==> config.mk <==
export PLATFORM = sky130hd
export DESIGN_NAME = branch_predict_ctrl
export DESIGN_NICKNAME = d
export VERILOG_FILES = /design/src/rtl/branch_predict_ctrl_pkg.sv /design/src/rtl/branch_predict_ctrl_bp_table.sv /design/src/rtl/branch_predict_ctrl.sv
export SDC_FILE = /design/constraint.sdc
export NUM_CORES = 2
export LEC_CHECK = 0
export CORE_MARGIN = 2
export CORE_UTILIZATION = 35
export CTS_BUF_LIST = sky130_fd_sc_hd__clkbuf_16
export CTS_CLUSTER_DIAMETER = 100
export DETAILED_ROUTE_END_ITERATION = 12
export PLACE_DENSITY = 0.51
export SKIP_CTS_REPAIR_TIMING = 1
export SYNTH_ARGS = -nofsm -noshare
export SYNTH_HDL_FRONTEND = slang
export SYNTH_SLANG_ARGS = --single-unit
==> constraint.sdc <==
create_clock -name clk -period 44.5 [get_ports clk]
set_input_delay 6.675 -clock clk [delete_from_list [all_inputs] [get_ports clk]]
set_output_delay 6.675 -clock clk [all_outputs]
set_load 0.02 [all_outputs]
==> src/rtl/branch_predict_ctrl_pkg.sv <==
// Shared types and constants for the branch predictor: FSM states, table entry
// layout and 2-bit saturating counter encodings.
package branch_predict_ctrl_pkg;

  typedef enum logic {
    NORMAL  = 1'b0,
    RECOVER = 1'b1
  } bp_state_e;

  // Tags are stored zero-extended to a fixed width so the entry type does not
  // depend on module parameters.
  localparam int unsigned TAG_MAX_W = 32;

  typedef struct packed {
    logic                 valid;
    logic [TAG_MAX_W-1:0] tag;
    logic                 is_jump;
    logic [1:0]           ctr;
    logic [31:0]          target;
  } bp_entry_t;

  localparam logic [1:0] CTR_WNT = 2'b01;
  localparam logic [1:0] CTR_WT  = 2'b10;
  localparam logic [1:0] CTR_MAX = 2'b11;

  function automatic logic [1:0] ctr_update(input logic [1:0] ctr, input logic taken);
    if (taken) return (ctr == CTR_MAX) ? ctr : ctr + 2'd1;
    else       return (ctr == 2'b00)   ? ctr : ctr - 2'd1;
  endfunction

endpackage

==> src/rtl/branch_predict_ctrl_bp_table.sv <==
// Direct-mapped branch target table: one combinational lookup port producing
// the prediction, one write port applying allocate/train on resolution.
module bp_table
  import branch_predict_ctrl_pkg::*;
#(
  parameter int unsigned PC_W    = 9,
  parameter int unsigned ENTRIES = 16
) (
  input  logic            clk,
  input  logic            reset,
  input  logic [PC_W-1:0] rd_pc_i,
  output logic            rd_taken_o,
  output logic [31:0]     rd_target_o,
  input  logic            wr_en_i,
  input  logic [PC_W-1:0] wr_pc_i,
  input  logic            wr_taken_i,
  input  logic            wr_jump_i,
  input  logic [31:0]     wr_target_i
);

  localparam int unsigned IDX_W = $clog2(ENTRIES);

  bp_entry_t mem_q [ENTRIES];

  logic [IDX_W-1:0]     rd_idx, wr_idx;
  logic [TAG_MAX_W-1:0] rd_tag, wr_tag;
  bp_entry_t            rd_entry, wr_cur, wr_nxt;
  logic                 rd_hit;
  logic                 unused_pc_lsbs;

  assign rd_idx = rd_pc_i[IDX_W+1:2];
  assign wr_idx = wr_pc_i[IDX_W+1:2];
  assign rd_tag = TAG_MAX_W'(rd_pc_i[PC_W-1:IDX_W+2]);
  assign wr_tag = TAG_MAX_W'(wr_pc_i[PC_W-1:IDX_W+2]);
  assign unused_pc_lsbs = ^{rd_pc_i[1:0], wr_pc_i[1:0]};

  always_comb begin
    rd_entry    = mem_q[rd_idx];
    rd_hit      = rd_entry.valid && (rd_entry.tag == rd_tag);
    rd_taken_o  = rd_hit && (rd_entry.is_jump || rd_entry.ctr[1]);
    rd_target_o = rd_hit ? rd_entry.target : '0;
  end

  always_comb begin
    wr_cur = mem_q[wr_idx];
    wr_nxt = wr_cur;
    if (!wr_cur.valid || (wr_cur.tag != wr_tag)) begin
      wr_nxt.valid   = 1'b1;
      wr_nxt.tag     = wr_tag;
      wr_nxt.is_jump = wr_jump_i;
      wr_nxt.ctr     = wr_taken_i ? CTR_WT : CTR_WNT;
      wr_nxt.target  = wr_target_i;
    end else begin
      wr_nxt.is_jump = wr_jump_i;
      wr_nxt.ctr     = ctr_update(wr_cur.ctr, wr_taken_i);
      if (wr_taken_i) wr_nxt.target = wr_target_i;
    end
  end

  always_ff @(posedge clk or posedge reset) begin
    if (reset) begin
      for (int unsigned i = 0; i < ENTRIES; i++) begin
        mem_q[i] <= '{valid: 1'b0, tag: '0, is_jump: 1'b0, ctr: CTR_WNT, target: '0};
      end
    end else if (wr_en_i) begin
      mem_q[wr_idx] <= wr_nxt;
    end
  end

endmodule

==> src/rtl/branch_predict_ctrl.sv <==
// Branch prediction / redirect controller: IF-side lookup, EX-side compare with
// same-cycle redirect and flush, one-cycle recovery window, statistics counters.
module branch_predict_ctrl
  import branch_predict_ctrl_pkg::*;
#(
  parameter int unsigned PC_W    = 9,
  parameter int unsigned ENTRIES = 16,
  parameter int unsigned CNT_W   = 16
) (
  input  logic             clk,
  input  logic             reset,
  input  logic [PC_W-1:0]  if_pc,
  output logic             pred_taken,
  output logic [31:0]      pred_target,
  input  logic             ex_valid,
  input  logic             ex_branch,
  input  logic             ex_jump,
  input  logic [PC_W-1:0]  ex_pc,
  input  logic             ex_taken,
  input  logic [31:0]      ex_target,
  input  logic             ex_pred_taken,
  input  logic [31:0]      ex_pred_target,
  output logic             redirect,
  output logic [31:0]      redirect_pc,
  output logic             flush_if_id,
  output logic             flush_id_ex,
  output logic [CNT_W-1:0] br_count,
  output logic [CNT_W-1:0] mispred_count
);

  bp_state_e        state_q, state_d;
  logic [CNT_W-1:0] br_cnt_q, br_cnt_d;
  logic [CNT_W-1:0] mis_cnt_q, mis_cnt_d;
  logic             resolve, mispredict;

  bp_table #(
    .PC_W    (PC_W),
    .ENTRIES (ENTRIES)
  ) u_table (
    .clk         (clk),
    .reset       (reset),
    .rd_pc_i     (if_pc),
    .rd_taken_o  (pred_taken),
    .rd_target_o (pred_target),
    .wr_en_i     (resolve),
    .wr_pc_i     (ex_pc),
    .wr_taken_i  (ex_taken),
    .wr_jump_i   (ex_jump),
    .wr_target_i (ex_target)
  );

  // Gating on reset keeps the combinational redirect path quiet while reset is held.
  always_comb begin
    resolve    = !reset && ex_valid && (ex_branch || ex_jump) && (state_q == NORMAL);
    mispredict = resolve && ((ex_taken != ex_pred_taken) ||
                             (ex_taken && (ex_target != ex_pred_target)));
  end

  always_comb begin
    redirect    = mispredict;
    flush_if_id = mispredict;
    flush_id_ex = mispredict;
    redirect_pc = '0;
    if (mispredict) redirect_pc = ex_taken ? ex_target : 32'(ex_pc) + 32'd4;
  end

  always_comb begin
    state_d   = state_q;
    br_cnt_d  = br_cnt_q;
    mis_cnt_d = mis_cnt_q;
    unique case (state_q)
      NORMAL:  if (mispredict) state_d = RECOVER;
      RECOVER: state_d = NORMAL;
      default: state_d = NORMAL;
    endcase
    if (resolve && (br_cnt_q != '1))     br_cnt_d  = br_cnt_q + 1'b1;
    if (mispredict && (mis_cnt_q != '1)) mis_cnt_d = mis_cnt_q + 1'b1;
  end

  always_ff @(posedge clk or posedge reset) begin
    if (reset) begin
      state_q   <= NORMAL;
      br_cnt_q  <= '0;
      mis_cnt_q <= '0;
    end else begin
      state_q   <= state_d;
      br_cnt_q  <= br_cnt_d;
      mis_cnt_q <= mis_cnt_d;
    end
  end

  assign br_count      = br_cnt_q;
  assign mispred_count = mis_cnt_q;

endmodule

==> results.py <==
metrics = {
    "final_layout": {
        "drive_gt1_frac": 0.1330,
        "area.sequential_um2": 28070,
        "fillCellCount": 16731,
        "nets": 6092,
        "multi_input_area_um2": 29490,
        "syn_to_final_growth_pct": 12.70,
    },
    "clocking": {
        "tritoncts": "yes",
        "clock_path_buffers": 3,
        "htree_num_levels": 4,
        "clk_root_buffer_cell": "clkbuf_16",
        "clkTransAtPathRegs_ps": 60,
        "cts_buffers": 134,
        "cts_sinks": 1121,
        "clk-insertion-delay-late_ps": 790,
    },
    "power_and_ir_drop": {
        "p_total_uw": 2802,
        "p_leak_uw": 0.03067,
        "power_density_nw_per_um2": 41.31,
        "vdd_ir_drop_max_v": 0.00002885,
    },
    "setup_path": {
        "cp.arrival_ps": 11320,
        "criticalPathCategory": "in -> out",
        "required_ps": 37830,
        "crit_fanout": 55,
        "start_kind": "input pin",
        "end_kind": "primary output",
        "reg2reg_slack_ps": 38360,
    },
    "min_path": {
        "hp-class": "reg -> reg",
    },
    "timing": {
        "slew_viol_final": 0,
        "hold_slack_ps": 475.2,
        "fmax_mhz": 55.56,
        "final-hold-violation-count": 0,
        "setup_viol": 0,
        "max_slew_margin": 0.1408,
        "tns_ps": 0,
        "skew_ps": 39.79,
        "fin_crit_sh": 0.4045,
        "finalWorstSetupSlack_ps": 26500,
        "worstMarginPinSlew_ps": 1289,
        "fin_crit_ps": 18000,
        "grt_setup_unrepaired": "no",
    },
    "outcome": {
        "status": "completed",
    },
    "yosys": {
        "yosys_warnings": 0,
        "syn_nets": 6262,
        "ys_ff_latch": 1121,
        "mappedNetlistArea_um2": 60180,
        "async_flop_share": 1.000,
        "seq_area_frac_synth": 0.4665,
        "synth.distinct_cells": 74,
        "synth_flop_cell": "dfrtp_1",
        "synth_area_per_cell_um2": 9.758,
        "synth_edf_count": 0,
        "syn_inst": 6167,
    },
    "floorplan": {
        "num_rows": 152,
        "start_util": 0.3516,
        "die_h_um": 418.7,
        "die_area_um2": 175300,
        "core_um2": 171200,
        "ios": 189,
        "die_w_um": 418.7,
    },
    "route": {
        "avgRoutedWirePerCell_um": 28.16,
        "drt_iter0_drc": 5890,
        "vias_per_cell": 5.983,
        "dr.pass1.iters": 8,
        "drc": 0,
        "wirelength_um": 234700,
        "ant_nets": 0,
        "vias": 49870,
    },
    "grt": {
        "grt_pass1_wl_um": 343000,
        "antenna_found_initial": 9,
        "grt-ovfl-total": 0,
        "grt_max_degree": 185,
        "grt_use_total": 0.2658,
        "grt_pass1_vias": 48403,
    },
    "place": {
        "dp_slack_ps": 26510,
        "hpwlAfterDp_um": 130300,
        "port_buffers": 186,
        "gp_congestion": 0.8288,
    },
    "job": {
        "max_cap_violations": 0,
    },
}
## worst paths after layout
| path | from | endpoint | cells after the start |
|---|---|---|---|
| max | if_pc[3] | pred_target[28] | 10 |
| min | u_table.mem_q[644]$_DFFE_PP1P_ | u_table.mem_q[644]$_DFFE_PP1P_ | 2 |
| min in group asynchronous | reset | br_count[8]$_DFFE_PP0P_ | 2 |
| max in group asynchronous | reset | u_table.mem_q[91]$_DFFE_PP0P_ | 6 |
| min reg2reg | u_table.mem_q[644]$_DFFE_PP1P_ | u_table.mem_q[644]$_DFFE_PP1P_ | 2 |
| max reg2reg | u_table.mem_q[521]$_DFFE_PP0P_ | u_table.mem_q[435]$_DFFE_PP0P_ | 11 |
## registers in the layout, indices dropped and copies added, names as in the netlist
signal         count
mispred_count     16
br_count          16
state_q            1
u_table.mem_q   1088
## critical path, cell delays in order
cell and delay [ps]:
clkbuf_8 500, buf_4 960, mux4_2 470, mux4_2 500, xnor2_1 150, nand2_1 70
or4_2 670, buf_4 370, nor2b_1 210, clkdlybuf4s50_1 660
## Yosys cell counts, types with 11 or more instances
master | number | area [um2]
a211oi_1 | 15 | 112.6
xnor2_1 | 35 | 306.5
o21ai_0 | 15 | 75.07
mux4_2 | 341 | 7680
nor2b_1 | 41 | 256.5
o31ai_1 | 20 | 150.1
a31oi_1 | 959 | 6000
nor4b_1 | 16 | 140.1
clkbuf_1 | 437 | 1640
a21oi_1 | 40 | 200.2
inv_1 | 18 | 67.56
dfstp_2 | 16 | 420.4
mux2i_1 | 44 | 440.4
buf_1 | 11 | 41.29
buf_6 | 18 | 202.7
nand2_1 | 1569 | 5889
buf_4 | 39 | 292.8
a41oi_1 | 15 | 131.4
nand2b_1 | 21 | 131.4
dfrtp_1 | 1105 | 27650
nor3_1 | 79 | 395.4
and2_1 | 486 | 3040
and3_1 | 31 | 193.9
nand3_1 | 46 | 230.2
xor2_1 | 38 | 332.8
buf_2 | 146 | 730.7
o21ai_1 | 31 | 155.2
or4_1 | 15 | 112.6
nor2_1 | 225 | 844.6
nor4_1 | 99 | 619.3
mux2_2 | 31 | 349.1
nand4_1 | 37 | 231.5
## cells by family (layout without fill, tap and decap cells)
family | count (synthesis) | count (layout) | share of synthesized area
multiplexers | 420 | 420 | 0.1415
other | 0 | 2 | 0
AO/OA/AOI/OAI | 1170 | 1170 | 0.1240
XOR/XNOR | 73 | 73 | 0.01062
AND/OR/NAND/NOR | 2705 | 2705 | 0.2063
buffers and inverters | 671 | 604 | 0.04969
adder cells (fa/ha/maj) | 7 | 7 | 0.001414
flip-flops | 1121 | 1121 | 0.4665
## layout make-up
cell class              instances  share of cell area
flip-flops and latches       1121              0.4139
repair buffers                347             0.04631
inverters                      18            0.001107
diodes                          2          0.00007380
well taps                    2233             0.04120
clock buffers                 137             0.05055
multi-input cells            4375              0.4348
clock inverters               102             0.01201
## through the flow
stage,utilization,cells,area [um2]
2_1_floorplan,-,6167,60180
3_5_place_dp,0.3714,8094,63570
6_report,0.3962,8335,67820
5_1_grt,0.3962,8333,67810
3_3_place_gp,0.3714,8094,63570
4_1_cts,0.3962,8333,67810
## cell usage in the layout (no fill, tap or decap), types with 20 or more instances in the layout
master and count:
mux2_2 31, nor2_1 207, nand2_1 1569, and2_1 486, o31ai_1 20, xnor2_1 35, clkinv_1 27, dfrtp_1 1105
nand4_1 37, xor2_1 38, nand3_1 30, a31oi_1 959, nor4_1 99, o21ai_1 31, inv_1 52, a21oi_1 40
nor3_1 79, clkbuf_16 137, buf_4 159, nand2b_1 21, mux2i_1 44, nor2b_1 39, clkdlybuf4s50_1 177, mux4_2 341
## routing by layer
metal  GRT usage  wire, um
met1      0.3560     95120
met2      0.4167    108300
met4      0.1243     12090
met3     0.04958     19160
met5           0        11
## power by group
part	switching, uW	total, uW	leakage, uW	internal, uW
combinational	278	513	0.0135	236
sequential	80.8	1210	0.0150	1130
clock	469	1080	0.00220	609
Power figures use the tool's default switching activity.
